`src/rtl/wgt_loader.sv`:
```
`default_nettype none
// ==========================================================================
// wgt_loader : packs int8 weight bytes into TN-byte rows, ping-pong banks
// Revision   : 1.0
// ==========================================================================
module wgt_loader #(
  parameter int TN         = 14,
  parameter int ADDR_WIDTH = 7
) (
  input  logic                  clk,
  input  logic                  rst,
  input  logic                  start,
  input  logic [ADDR_WIDTH:0]   cfg_rows,
  input  logic [7:0]            cfg_tiles,
  input  logic                  s_valid,
  input  logic [7:0]            s_data,
  output logic                  s_ready,
  output logic                  we,
  output logic [ADDR_WIDTH-1:0] waddr,
  output logic [TN*8-1:0]       wdata,
  output logic                  bank_sel_wr,
  output logic                  bank_valid,
  output logic                  bank_sel_rd,
  input  logic                  bank_release,
  output logic                  busy,
  output logic                  done
);

  localparam int BCW = (TN > 1) ? $clog2(TN) : 1;

  localparam logic [1:0] S_IDLE = 2'd0;
  localparam logic [1:0] S_FILL = 2'd1;
  localparam logic [1:0] S_WAIT = 2'd2;

  logic [1:0]            state_q, state_d;
  logic [ADDR_WIDTH:0]   rows_q, rows_d;
  logic [7:0]            tiles_q, tiles_d;
  logic [ADDR_WIDTH-1:0] row_cnt_q, row_cnt_d;
  logic [BCW-1:0]        byte_cnt_q, byte_cnt_d;
  logic [TN*8-1:0]       pack_q, pack_d;
  logic                  we_q, we_d;
  logic                  final_q, final_d;
  logic [ADDR_WIDTH-1:0] waddr_q, waddr_d;
  logic [TN*8-1:0]       wdata_q, wdata_d;
  logic                  bank_sel_wr_q, bank_sel_wr_d;
  logic                  wr_bank_q, wr_bank_d;
  logic                  rd_bank_q, rd_bank_d;
  logic [1:0]            full_q, full_d;
  logic                  done_q, done_d;

  logic w_accept;
  logic w_last_byte;
  logic w_last_row;
  logic w_start_ok;
  logic w_row_done;
  logic w_release;

  assign w_accept    = s_valid && s_ready;
  assign w_last_byte = (byte_cnt_q == BCW'(TN - 1));
  assign w_last_row  = ({1'b0, row_cnt_q} == (rows_q - (ADDR_WIDTH + 1)'(1)));
  assign w_start_ok  = (state_q == S_IDLE) && start && (cfg_rows != '0) && (cfg_tiles != '0);
  // Final row of a tile is being written this cycle; bank bookkeeping happens at its end.
  assign w_row_done  = we_q && final_q;
  assign w_release   = bank_release && full_q[rd_bank_q];

  always_ff @(posedge clk or posedge rst) begin
    if (rst) begin
      state_q <= S_IDLE;
    end else begin
      state_q <= state_d;
    end
  end

  always_comb begin
    state_d = state_q;
    case (state_q)
      S_IDLE: if (w_start_ok) state_d = S_FILL;
      S_FILL: begin
        if (w_row_done) begin
          if (tiles_q == 8'd1)          state_d = S_IDLE;
          else if (full_q[!wr_bank_q])  state_d = S_WAIT;
          else                          state_d = S_FILL;
        end
      end
      S_WAIT: if (!full_q[wr_bank_q]) state_d = S_FILL;
      default: state_d = S_IDLE;
    endcase
  end

  always_comb begin
    busy    = (state_q != S_IDLE);
    s_ready = (state_q == S_FILL) && !full_q[wr_bank_q] && !w_row_done;
  end

  always_comb begin
    rows_d        = rows_q;
    tiles_d       = tiles_q;
    row_cnt_d     = row_cnt_q;
    byte_cnt_d    = byte_cnt_q;
    pack_d        = pack_q;
    we_d          = 1'b0;
    final_d       = 1'b0;
    waddr_d       = waddr_q;
    wdata_d       = wdata_q;
    bank_sel_wr_d = bank_sel_wr_q;
    wr_bank_d     = wr_bank_q;
    rd_bank_d     = rd_bank_q;
    full_d        = full_q;
    done_d        = 1'b0;

    if (w_start_ok) begin
      rows_d     = cfg_rows;
      tiles_d    = cfg_tiles;
      row_cnt_d  = '0;
      byte_cnt_d = '0;
    end

    if (w_accept) begin
      for (int k = 0; k < TN; k++) begin
        if (byte_cnt_q == BCW'(k)) pack_d[8*k +: 8] = s_data;
      end
      if (w_last_byte) begin
        byte_cnt_d    = '0;
        we_d          = 1'b1;
        final_d       = w_last_row;
        waddr_d       = row_cnt_q;
        wdata_d       = pack_d;
        bank_sel_wr_d = wr_bank_q;
        row_cnt_d     = row_cnt_q + ADDR_WIDTH'(1);
      end else begin
        byte_cnt_d = byte_cnt_q + BCW'(1);
      end
    end

    if (w_release) begin
      full_d[rd_bank_q] = 1'b0;
      rd_bank_d         = !rd_bank_q;
    end

    // Bank toggles even on the last tile so the next job continues ping-pong order.
    if (w_row_done) begin
      full_d[wr_bank_q] = 1'b1;
      row_cnt_d         = '0;
      tiles_d           = tiles_q - 8'd1;
      wr_bank_d         = !wr_bank_q;
      done_d            = (tiles_q == 8'd1);
    end
  end

  always_ff @(posedge clk or posedge rst) begin
    if (rst) begin
      rows_q        <= '0;
      tiles_q       <= '0;
      row_cnt_q     <= '0;
      byte_cnt_q    <= '0;
      pack_q        <= '0;
      we_q          <= 1'b0;
      final_q       <= 1'b0;
      waddr_q       <= '0;
      wdata_q       <= '0;
      bank_sel_wr_q <= 1'b0;
      wr_bank_q     <= 1'b0;
      rd_bank_q     <= 1'b0;
      full_q        <= 2'b00;
      done_q        <= 1'b0;
    end else begin
      rows_q        <= rows_d;
      tiles_q       <= tiles_d;
      row_cnt_q     <= row_cnt_d;
      byte_cnt_q    <= byte_cnt_d;
      pack_q        <= pack_d;
      we_q          <= we_d;
      final_q       <= final_d;
      waddr_q       <= waddr_d;
      wdata_q       <= wdata_d;
      bank_sel_wr_q <= bank_sel_wr_d;
      wr_bank_q     <= wr_bank_d;
      rd_bank_q     <= rd_bank_d;
      full_q        <= full_d;
      done_q        <= done_d;
    end
  end

  assign we          = we_q;
  assign waddr       = waddr_q;
  assign wdata       = wdata_q;
  assign bank_sel_wr = bank_sel_wr_q;
  assign bank_valid  = full_q[rd_bank_q];
  assign bank_sel_rd = rd_bank_q;
  assign done        = done_q;

endmodule
`default_nettype wire

```
`config.mk`:
```
export PLATFORM = sky130hd
export DESIGN_NAME = wgt_loader
export DESIGN_NICKNAME = d
export VERILOG_FILES = /design/src/rtl/wgt_loader.sv
export SDC_FILE = /design/constraint.sdc
export NUM_CORES = 1
export LEC_CHECK = 0
export BUFFER_PORTS_ARGS = -buffer_cell sky130_fd_sc_hd__buf_4
export CORE_AREA = 2 2 149 151
export CTS_BUF_LIST = sky130_fd_sc_hd__clkbuf_2 sky130_fd_sc_hd__clkbuf_4 sky130_fd_sc_hd__clkbuf_8
export CTS_CLUSTER_SIZE = 40
export DETAILED_ROUTE_END_ITERATION = 8
export DIE_AREA = 0 0 151 153
export HOLD_SLACK_MARGIN = 0.15
export PLACE_DENSITY = 0.86
export SLEW_MARGIN = 0
export SYNTH_ARGS = -nofsm -noshare
export SYNTH_HDL_FRONTEND = slang
export SYNTH_SLANG_ARGS = --single-unit
export TNS_END_PERCENT = 100
```
`constraint.sdc`:
```
create_clock -name clk -period 8.1 [get_ports clk]
set_clock_uncertainty 0.2 [all_clocks]
set_input_delay 1.215 -clock clk [delete_from_list [all_inputs] [get_ports clk]]
set_output_delay 1.215 -clock clk [all_outputs]
set_load 0.05 [all_outputs]
```
==> results of run 1 <==
==> critical path: stages, from the launching register on <==
cell     delay [ns]
dfrtp_1        0.41
nand2_1        0.49
nand4_2        0.58
or3_2          0.60
buf_4          0.37
or3_1          0.46
a31oi_1        0.17
==> cells by family after synthesis <==
kind of cell / Yosys count / synth area share
AND/OR/NAND/NOR: 266 / 0.104
flip-flops: 260 / 0.566
multiplexers: 223 / 0.208
adder cells (fa/ha/maj): 4 / 0.00435
buffers and inverters: 96 / 0.0376
XOR/XNOR: 11 / 0.00838
AO/OA/AOI/OAI: 146 / 0.0723
==> cells in the final DEF (no fill, tap or decap), types with 4 or more instances in the layout <==
cell / Yosys / layout
dfrtp_1: 260 / 260
nand2_1: 166 / 166
buf_4: 0 / 163
mux2_2: 114 / 114
o21ai_0: 109 / 109
mux2i_1: 108 / 108
clkbuf_8: 0 / 55
nor2_1: 22 / 22
nand3_1: 17 / 17
clkbuf_4: 0 / 16
a21oi_1: 12 / 12
nor3_1: 11 / 9
inv_1: 10 / 9
nand2b_1: 7 / 7
nor4_1: 8 / 7
xnor2_1: 7 / 7
nor3_2: 4 / 6
nor2b_1: 5 / 5
and3_1: 5 / 5
o221a_2: 5 / 5
or3_1: 5 / 4
a31oi_1: 4 / 4
xor2_1: 4 / 4
ha_1: 4 / 4
==> where the power goes <==
part / total [mW] / switching (mW) / internal (mW)
Combinational: 1.65 / 1.02 / 0.629
Clock: 1.17 / 0.495 / 0.678
Sequential: 1.98 / 0.265 / 1.71
Total: 4.80 / 1.78 / 3.02
==> final cells by class <==
| type | count | share of cell area |
|---|---|---|
| clock buffer | 71 | 0.0644 |
| clock inverter | 3 | 0.00129 |
| inverter | 11 | 0.00367 |
| multi-input combinational | 650 | 0.336 |
| sequential | 260 | 0.478 |
| tap | 280 | 0.0257 |
| timing repair buffer | 164 | 0.0913 |
==> layer usage <==
metal / up-vias / wire length, um / GRT usage
li1: 3714 / - / -
met1: 4041 / 11500 / 0.314
met2: 233 / 12500 / 0.364
met3: 43 / 1510 / 0.0457
met4: 0 / 564 / 0.0663
met5: - / 0 / 0
==> sequential cells by signal (all words and copies together), names as in the netlist <==
| register | count |
|---|---|
| bank_sel_rd | 1 |
| row_cnt_q | 7 |
| wdata | 112 |
| waddr | 7 |
| state_q | 2 |
| done | 1 |
| rows_q | 8 |
| byte_cnt_q | 4 |
| bank_sel_wr | 1 |
| full_q | 2 |
| tiles_q | 8 |
| wr_bank_q | 1 |
| we | 1 |
| final_q | 1 |
| pack_q | 104 |
==> final timing paths <==
kind	from	slack, ns	to
max reg2reg	we	4.67	row_cnt_q[6]
min reg2reg	wdata[107]	0.27	wdata[107]
min in group asynchronous	rst	0.79	rows_q[1]
min	wdata[107]	0.27	wdata[107]
max in group asynchronous	rst	5.40	pack_q[30]
max	we	4.67	row_cnt_q[6]
==> stage by stage <==
stage	total power, mW	cells	setup WS [ns]	utilization
after global placement	3.58	1365	4.44	0.592
after floorplan	3.15	1006	3.26	-
final	4.80	1439	4.67	0.634
after detailed placement	3.64	1365	4.39	0.592
after CTS	4.83	1439	4.66	0.634
after global routing	5.04	1439	4.43	0.634
==> metrics.md, run 1 <==
| Metric | Value |
|---|---|
| Vias | around 8,000 |
| CP required | 8.33 ns |
| Gr usage total | 0.227 |
| Post-Syn Nets | between 1,000 and 1,500 |
| # resized after CTS | 0 |
| Rel. slew slack | 0.338 |
| CTS tree | built |
| First DRT Iteration DRCs | between 600 and 700 |
| Max Cap Viol | 0 |
| Slew Limit Fails | 0 |
| Top cells by count, synth | dfrtp_1 (260), nand2_1 (166), mux2_2 (114), o21ai_0 (109), mux2i_1 (108) |
| Setup CP Type | reg2reg |
| Setup TNS | 0 ns |
| Final setup viols | 0 |
| Max frequency | 292 MHz |
| Clock slew at reported path FFs | about 0.060 ns |
| Worst hold-check path type | reg2reg |
| Layout area overhead | 18.5% |
| Register area share after synthesis | 0.566 |
| Max Root-Sink Buffers | 3 |
| Clock root buffer | clkbuf_8 |
| Number of global-route vias before repair | slightly below 8,000 |
| Drt pass-1 iters | 4 |
| Largest net degree at the start of global routing | ~180 |
| Post-synthesis cell count | about 1,000 |
| Initial Util | 0.535 |
| Syn avg cell area | approximately 11 um^2 |
| PwrDens | approximately 350 nW/um^2 |
| Min Tclk post-route | 3.43 ns |
| Async set-reset flop share out of synthesis | 1.00 |
| Design area | between 10,000 and 15,000 um^2 |
| Die H | ~150 um |
| EDFF count, synth | 0 |
| Status | finished, final reports clean |
| Max IR drop VDD | about 260 uV |
| Die Width | about 150 um |
| Top cells by area, synth | dfrtp_1 (57%), mux2_2 (11%), mux2i_1 (9.4%) |
| Global-route wire length before repair | about 42,000 um |
| Routed wire per std cell | 18.1 um |
| CTS sink count | 260 |
| RSZ-0062 raised after global routing | false |
| Post-CTS setup buffers | 0 |
| Post-route DRC | 0 |
| Unique cell type count in the Yosys netlist | 51 |
| FF+latch count, synth | between 200 and 300 |
| Global placement routability congestion | 0.828 |
| Min Hold Slack | roughly 0.27 ns |
| Synth top area share | 0.566 |
| Final nets | roughly 1,200 |
| Worst setup EP type | flop |
| Hold_buf cts | 0 |
| CTS buffer count | 42 |
| Leakage Power | 6.40 nW |
| Post-DP Area | around 13,000 um^2 |
| CP startpoint kind | flop |
| Remaining global-route overflow | 0 |
| IO Pins | approximately 160 |
| Layout cells sized above 1 | 0.326 |
| Ant. Diodes | 0 |
| Fillers | 1,640 |
| Predominant post-synthesis flop cell | dfrtp_1 |
| Count leader, synth | dfrtp_1 |
| Synth Cell Area | about 11,000 um^2 |
| Register area | approximately 6500 um^2 |
| Hold Vio Cnt, Final | 0 |
| CP max FO | 106 |
| Area leader, netlist | dfrtp_1 |
| Area of the die | ~23,000 um^2 |
| Footprint of the multi-input gates | about 4600 um^2 |
| Drt total wl | 26,100 um |
| Core Rows | 54 |
| Final ANT Viol Nets | 0 |
| Initial antenna violation count | 0 |
| Core ar. | 21,500 um^2 |
| R2R depth | 6 |
| DR vias/cell | between 5 and 6 |
| Cell depth of the worst hold path | 2 |
| I/O Buffers | approximately 150 |
| Max H-tree Level | 2 |
| Worst skew pair latency | between 0.5 and 0.6 ns |
| Warnings from Yosys | 0 |
| Worst-margin pin slew | 0.992 ns |
| Crit path DAT | between 3 and 4 ns |
| HPWL after DPL | around 16,000 um |
| Crit share post-route | 0.423 |
(Power assumes the default switching activity.)
==> run 2, diff against run 1 <==
- ABC_AREA: not set -> 1
- CORE_AREA: 2 2 149 151 -> 2 2 151 153
- DIE_AREA: 0 0 151 153 -> 0 0 153 155
- PLACE_DENSITY: 0.86 -> 0.85
- clock period: 8.1 -> 3.1 ns (I/O delays scaled with it)
==> metrics.md, run 2 <==
| Metric | Value |
|---|---|
| Status | finished, final reports clean |
| Placed Cells | 1,889 (+38%) |
| Die Width | 153 um (+1.3%) |
| Drt pass-1 iters | 6 (+2) |
| Crit share post-route | 0.903 (+0.481) |
| Vias | 10,400 (+30%) |
| Pwr Total | 13.3 mW (+180%) |
| Post-DP Area | 13,000 um^2 (+2.1%) |
| IO Pins | 155 (unchanged) |
| Post-route DRC | 0 (unchanged) |
| Non-Filler Instances | 1,994 (+39%) |
| Syn avg cell area | 7.71 um^2 (-33%) |
| Pre-CTS setup slack | 0.329 ns (-4.06 ns) |
| # resized after CTS | 0 (unchanged) |
| Max frequency | 357 MHz (+22%) |
| Number of global-route vias before repair | 10,200 (+30%) |
| Clock Power Share | 0.243 (-0.002) |
| Routed wire per std cell | 15.1 um (-16%) |
| Design area | 14,200 um^2 (+4.4%) |
| Leakage Power | 7.90 nW (+23%) |
| Worst Slack Setup Final | 0.299 ns (-4.38 ns) |
| RSZ-0062 raised after global routing | false |
| PwrDens | 936 nW/um^2 (+170%) |
| Max Root-Sink Buffers | 3 (unchanged) |
| Remaining global-route overflow | 0 (unchanged) |
| Area of the die | 23,700 um^2 (+2.6%) |
| Global-route wire length before repair | 50,500 um (+22%) |
| Int Pwr | 7.79 mW (+160%) |
| DR vias/cell | 5.24 (-6.2%) |
| Worst-margin pin slew | 0.776 ns (-0.217 ns) |
| Area leader, netlist | dfrtp_1 |
| Register area share after synthesis | 0.557 (-0.00939) |
| Async set-reset flop share out of synthesis | 1.00 (unchanged) |
| Grt peak-use layer | met2 |
| Cell depth of the worst hold path | 5 (+3) |
| Worst setup EP type | flop |
| Synth Cell Area | 11,700 um^2 (+1.7%) |
| Commonest non-fill, non-tap cell in the layout | nand2_1 |
| Max reg flops | 112 (unchanged) |
| Layout cells sized above 1 | 0.150 (-0.176) |
| Worst hold-check path type | in2reg |
| Worst skew pair latency | 0.54 ns (about the same) |
| Sequential power share | 0.381 (-0.031) |
| R2R depth | 9 (+3) |
| Max H-tree Level | 2 (unchanged) |
| CTS sink count | 260 (unchanged) |
| Die H | 155 um (+1.3%) |
| FF+latch count, synth | 260 (unchanged) |
| Min Tclk post-route | 2.80 ns (-0.625 ns) |
| Gr usage total | 0.258 (+0.0310) |
| Largest net degree at the start of global routing | 107 (-42%) |
| Hold Vio Cnt, Final | 0 (unchanged) |
| Slew Limit Fails | 0 (unchanged) |
| Post-Syn Nets | 1,549 (+49%) |
| HPWL after DPL | 18,500 um (+13%) |
| Predominant post-synthesis flop cell | dfrtp_1 |
| Top cells by count, synth | nand2_1 (862), dfrtp_1 (260), o21ai_0 (134), inv_1 (50), nor2_1 (49) |
| Met3 usage | 0.0432 (-0.00250) |
| CP required | 3.36 ns (-4.97 ns) |
| Layout area overhead | 21.7% |
| Setup CP Type | reg2reg |
| Synth top area share | 0.557 (-0.00939) |
| M1 GR Usage | 0.345 (+0.0314) |
| Unique cell type count in the Yosys netlist | 26 (-49%) |
| Final nets | 1,709 (+47%) |
| Clock slew at reported path FFs | 0.06 ns (about the same) |
| Top cells by area, synth | dfrtp_1 (56%), nand2_1 (28%), o21ai_0 (5.7%) |
| Final setup viols | 0 (unchanged) |
| Switch share | 0.415 (+0.0444) |
| Post-synthesis cell count | 1,516 (+51%) |
| Initial Util | 0.526 (-0.00913) |
| Rel. slew slack | 0.481 (+0.143) |
| Comb pwr share | 0.375 (+0.031) |
| Count leader, synth | nand2_1 |
| Core Rows | 55 (+1.9%) |
| Warnings from Yosys | 0 (unchanged) |
| CP max FO | 69 (-35%) |
| Most frequent cells in the layout | nand2_1 (862), dfrtp_1 (260), buf_4 (159) |
| CTS tree | built |
| Switching pwr | 5.53 mW (+210%) |
| Max Cap Viol | 0 (unchanged) |
| Core ar. | 22,200 um^2 (+3.5%) |
| Max IR drop VDD | 595 uV (+130%) |
| First DRT Iteration DRCs | 845 (+39%) |
| EDFF count, synth | 0 (unchanged) |
| Ant. Diodes | 0 (unchanged) |
| CTS buffer count | 43 (+2.4%) |
| Clock root buffer | clkbuf_8 |
| CP startpoint kind | flop |
| Global placement routability congestion | 0.879 (+6.2%) |
| I/O Buffers | 154 (unchanged) |
| Final ANT Viol Nets | 0 (unchanged) |
| Crit path DAT | 3.06 ns (-0.60 ns) |
| Drt total wl | 30,200 um (+16%) |
| Met2 GRT Util | 0.427 (+0.0630) |
| Initial antenna violation count | 0 (unchanged) |
[run 2: cells by family after synthesis]
family	Yosys count	share of synthesized area
XOR/XNOR	10	0.00749
flip-flops	260	0.557
adder cells (fa/ha/maj)	4	0.00428
AO/OA/AOI/OAI	146	0.0627
AND/OR/NAND/NOR	963	0.317
buffers and inverters	133	0.0517
[run 2: power groups by stage]
| stage | Clock (mW) | Combinational [mW] | Sequential, mW |
|---|---|---|---|
| after CTS | 3.28 | 4.99 | 5.06 |
| after global placement | 0 | 4.76 | 5.06 |
| final | 3.24 | 5.00 | 5.08 |
| after global routing | 3.44 | 5.52 | 5.19 |
| after floorplan | 0 | 2.32 | 6.33 |
| after detailed placement | 0 | 4.94 | 5.09 |
[run 2: repair_timing]
item,in CTS,in global routing
hold endpoints to repair,46,0
hold buffers,27,0
setup buffers,0,0
[run 2: worst paths after layout]
check,from,to,slack (ns)
worst max-delay path,wr_bank_q,row_cnt_q[2],0.30
worst min-delay path,s_valid,wdata[9],0.22
worst max register to register,wr_bank_q,row_cnt_q[2],0.30
worst min register to register,pack_q[58],pack_q[58],0.28
max in group asynchronous,rst,pack_q[54],1.48
min in group asynchronous,rst,pack_q[94],0.37
[run 2: area by class of cell]
| class | instances | area, um^2 |
|---|---|---|
| repair buffers | 193 | 1600 |
| inverters | 55 | 214 |
| fillers | 1818 | 8000 |
| well taps | 285 | 357 |
| clock inverters | 5 | 31.3 |
| clock buffers | 73 | 923 |
| multi-input cells | 1123 | 4590 |
| flip-flops and latches | 260 | 6510 |
[run 2: stage by stage]
stage	TNS (ns)	util	hold WS (ns)
floorplan	-258.07	-	0.249
global placement	0	0.585	0.261
detailed placement	0	0.585	0.265
CTS	0	0.640	0.194
global route	0	0.640	0.232
finish	0	0.640	0.219
[run 2: worst max-delay path, stage by stage, from the launching register on]
cell     delay, ns
dfrtp_1       0.42
inv_2         0.11
nand2_1       0.07
nand2_1       0.13
nor2_4        0.08
nand3_4       0.08
buf_4         0.51
buf_4         0.69
nand3_1       0.18
a21oi_1       0.22
[run 2: routing by layer]
metal  vias up  wire length, um
met4         0              813
met2       368            14900
met1      5005            12800
met3        72             1680
li1       4997                -
met5         -                0
==> run 3, diff against run 2 <==
- GPL_TIMING_DRIVEN: not set -> 0
==> metrics.md, run 3 (same netlist as run 2, synthesis figures left out) <==
| Metric | Value |
|---|---|
| Worst skew pair latency | 0.55 ns (about the same) |
| Switching pwr | 5.60 mW (+1.3%) |
| Drt pass-1 iters | 6 (unchanged) |
| Max H-tree Level | 2 (unchanged) |
| Worst hold-check path type | in2reg |
| Max IR drop VDD | 455 uV (-24%) |
| Min Tclk post-route | 2.34 ns (-0.462 ns) |
| Clock root buffer | clkbuf_8 |
| Core ar. | 22,200 um^2 (unchanged) |
| RSZ-0062 raised after global routing | false |
| Final nets | 1,779 (+4.1%) |
| Global placement routability congestion | 0.875 (-0.41%) |
| Die Width | 153 um (unchanged) |
| Non-Filler Instances | 2,054 (+3.0%) |
| Gr usage total | 0.265 (+0.00776) |
| DR vias/cell | 5.31 (+1.5%) |
| CP max FO | 10 (-86%) |
| R2r startpoint | we |
| Number of global-route vias before repair | 10,600 (+3.4%) |
| Clock slew at reported path FFs | 0.06 ns (about the same) |
| R2R depth | 8 (-1) |
| Footprint of the multi-input gates | 4580 um^2 (-0.27%) |
| Ant. Diodes | 0 (unchanged) |
| Hold Path Sink | tiles_q[7] |
| Status | finished, final reports clean |
| First DRT Iteration DRCs | 906 (+7.2%) |
| Routed wire per std cell | 15.4 um (+1.7%) |
| Switch share | 0.424 (+0.00864) |
| Layout cells sized above 1 | 0.158 (+0.00790) |
| Int Pwr | 7.61 mW (-2.3%) |
| CTS sink count | 260 (unchanged) |
| Final setup viols | 0 (unchanged) |
| Hold_sp | cfg_tiles[7] |
| Max Cap Viol | 0 (unchanged) |
| Clock Power Share | 0.225 (-0.018) |
| HPWL after DPL | 21,200 um (+14%) |
| Initial antenna violation count | 0 (unchanged) |
| Worst setup EP type | flop |
| Fin util | 0.649 (+0.00861) |
| Max frequency | 428 MHz (+20%) |
| Hold Vio Cnt, Final | 0 (unchanged) |
| Crit share post-route | 0.754 (-0.149) |
| Largest net degree at the start of global routing | 43 (-60%) |
| Sequential power share | 0.384 (+0.003) |
| Layout area overhead | 23.3% |
| Most frequent cells in the layout | nand2_1 (862), dfrtp_1 (260), buf_4 (162) |
| Post-CTS setup buffers | 0 (unchanged) |
| Cell depth of the worst hold path | 5 (unchanged) |
| Leakage Power | 8.01 nW (+1.4%) |
| CP startpoint kind | primary input |
| Drt total wl | 31,600 um (+4.7%) |
| CTS tree | built |
| I/O Buffers | 154 (unchanged) |
| Final ANT Viol Nets | 0 (unchanged) |
| Remaining global-route overflow | 0 (unchanged) |
| Max Root-Sink Buffers | 3 (unchanged) |
| Die H | 155 um (unchanged) |
| Commonest non-fill, non-tap cell in the layout | nand2_1 |
| Post-route DRC | 0 (unchanged) |
| Area of the die | 23,700 um^2 (unchanged) |
| CTS buffer count | 43 (unchanged) |
| Global-route wire length before repair | 51,600 um (+2.0%) |
| IO Pins | 155 (unchanged) |
| Initial Util | 0.526 (unchanged) |
| Core Rows | 55 (unchanged) |
| Flop2flop setup slack | 0.94 ns (+0.64 ns) |
| Vias | 10,900 (+4.5%) |
| Worst-margin pin slew | 0.825 ns (+0.0489 ns) |
| Register area | 6510 um^2 (unchanged) |
| Max reg flops | 112 (unchanged) |
| Placed Cells | 1,962 (+3.9%) |
| Comb pwr share | 0.390 (+0.015) |
| Fillers | 1,822 (+0.22%) |
| # resized after CTS | 0 (unchanged) |
| Slew Limit Fails | 0 (unchanged) |
| Setup CP Type | in2reg |
| PwrDens | 917 nW/um^2 (-2.1%) |
| Rel. slew slack | 0.450 (-0.0311) |
| CP required | 3.35 ns (about the same) |
| RR Endpoint | pack_q[73] |
| Crit path DAT | 2.58 ns (-0.48 ns) |
[run 3: layout make-up]
type	instances	share of cell area
tap	285	0.0247
inverter	55	0.0146
sequential	260	0.451
multi-input combinational	1123	0.317
buffer	78	0.0276
clock buffer	65	0.0560
timing repair buffer	185	0.107
clock inverter	3	0.00122
[run 3: power groups by stage]
| stage | Clock, mW | Combinational [mW] | Sequential (mW) |
|---|---|---|---|
| 6_report | 2.98 | 5.16 | 5.08 |
| 2_1_floorplan | 0 | 2.32 | 6.33 |
| 3_3_place_gp | 0 | 4.89 | 5.05 |
| 3_5_place_dp | 0 | 5.07 | 5.09 |
| 4_1_cts | 3.01 | 5.14 | 5.05 |
| 5_1_grt | 3.15 | 5.64 | 5.19 |
[run 3: how the worst max path moves through the flow]
stage,startpoint,end,slack (ns)
global route,rst,wdata[41],0.66
detailed placement,rst,wdata[48],0.80
global placement,rst,wdata[51],-2.47
finish,cfg_rows[6],row_cnt_q[2],0.76
floorplan,rst,bank_sel_rd,-0.99
CTS,we,s_ready,0.75
[run 3: critical path, cell delays in order]
cell and delay (ns):
dlygate4sd3_1 0.56, buf_4 0.14, inv_1 0.08, nand2_1 0.06, nor2_1 0.11, nand2_1 0.10, nand3_1 0.29, clkbuf_1 0.45
nand3_1 0.15, a21oi_1 0.18
[run 3: layer usage]
layer / share of wire / vias up / GRT usage / wire length, um
li1: - / 5147 / - / -
met1: 0.42 / 5186 / 0.352 / 13200
met2: 0.47 / 476 / 0.435 / 14900
met3: 0.073 / 105 / 0.0504 / 2290
met4: 0.039 / 0 / 0.108 / 1220
met5: 0 / - / 0 / 0
[run 3: per-stage QoR]
| step | area, um^2 | power, mW | setup slack (ns) | setup TNS, ns | hold slack, ns |
|---|---|---|---|---|---|
| 3_5_place_dp | 13400 | 10.2 | 0.801 | 0 | 0.265 |
| 5_1_grt | 14400 | 14.0 | 0.660 | 0 | 0.186 |
| 2_1_floorplan | 11700 | 8.65 | -0.993 | -258.07 | 0.249 |
| 4_1_cts | 14400 | 13.2 | 0.749 | 0 | 0.175 |
| 3_3_place_gp | 13200 | 9.94 | -2.47 | -635.50 | 0.261 |
| 6_report | 14400 | 13.2 | 0.762 | 0 | 0.190 |
[run 3: repair_timing]
item                                   CTS  global route
setup endpoints to repair                0             0
endpoints found under the hold margin   54             0
hold buffers                            24             0
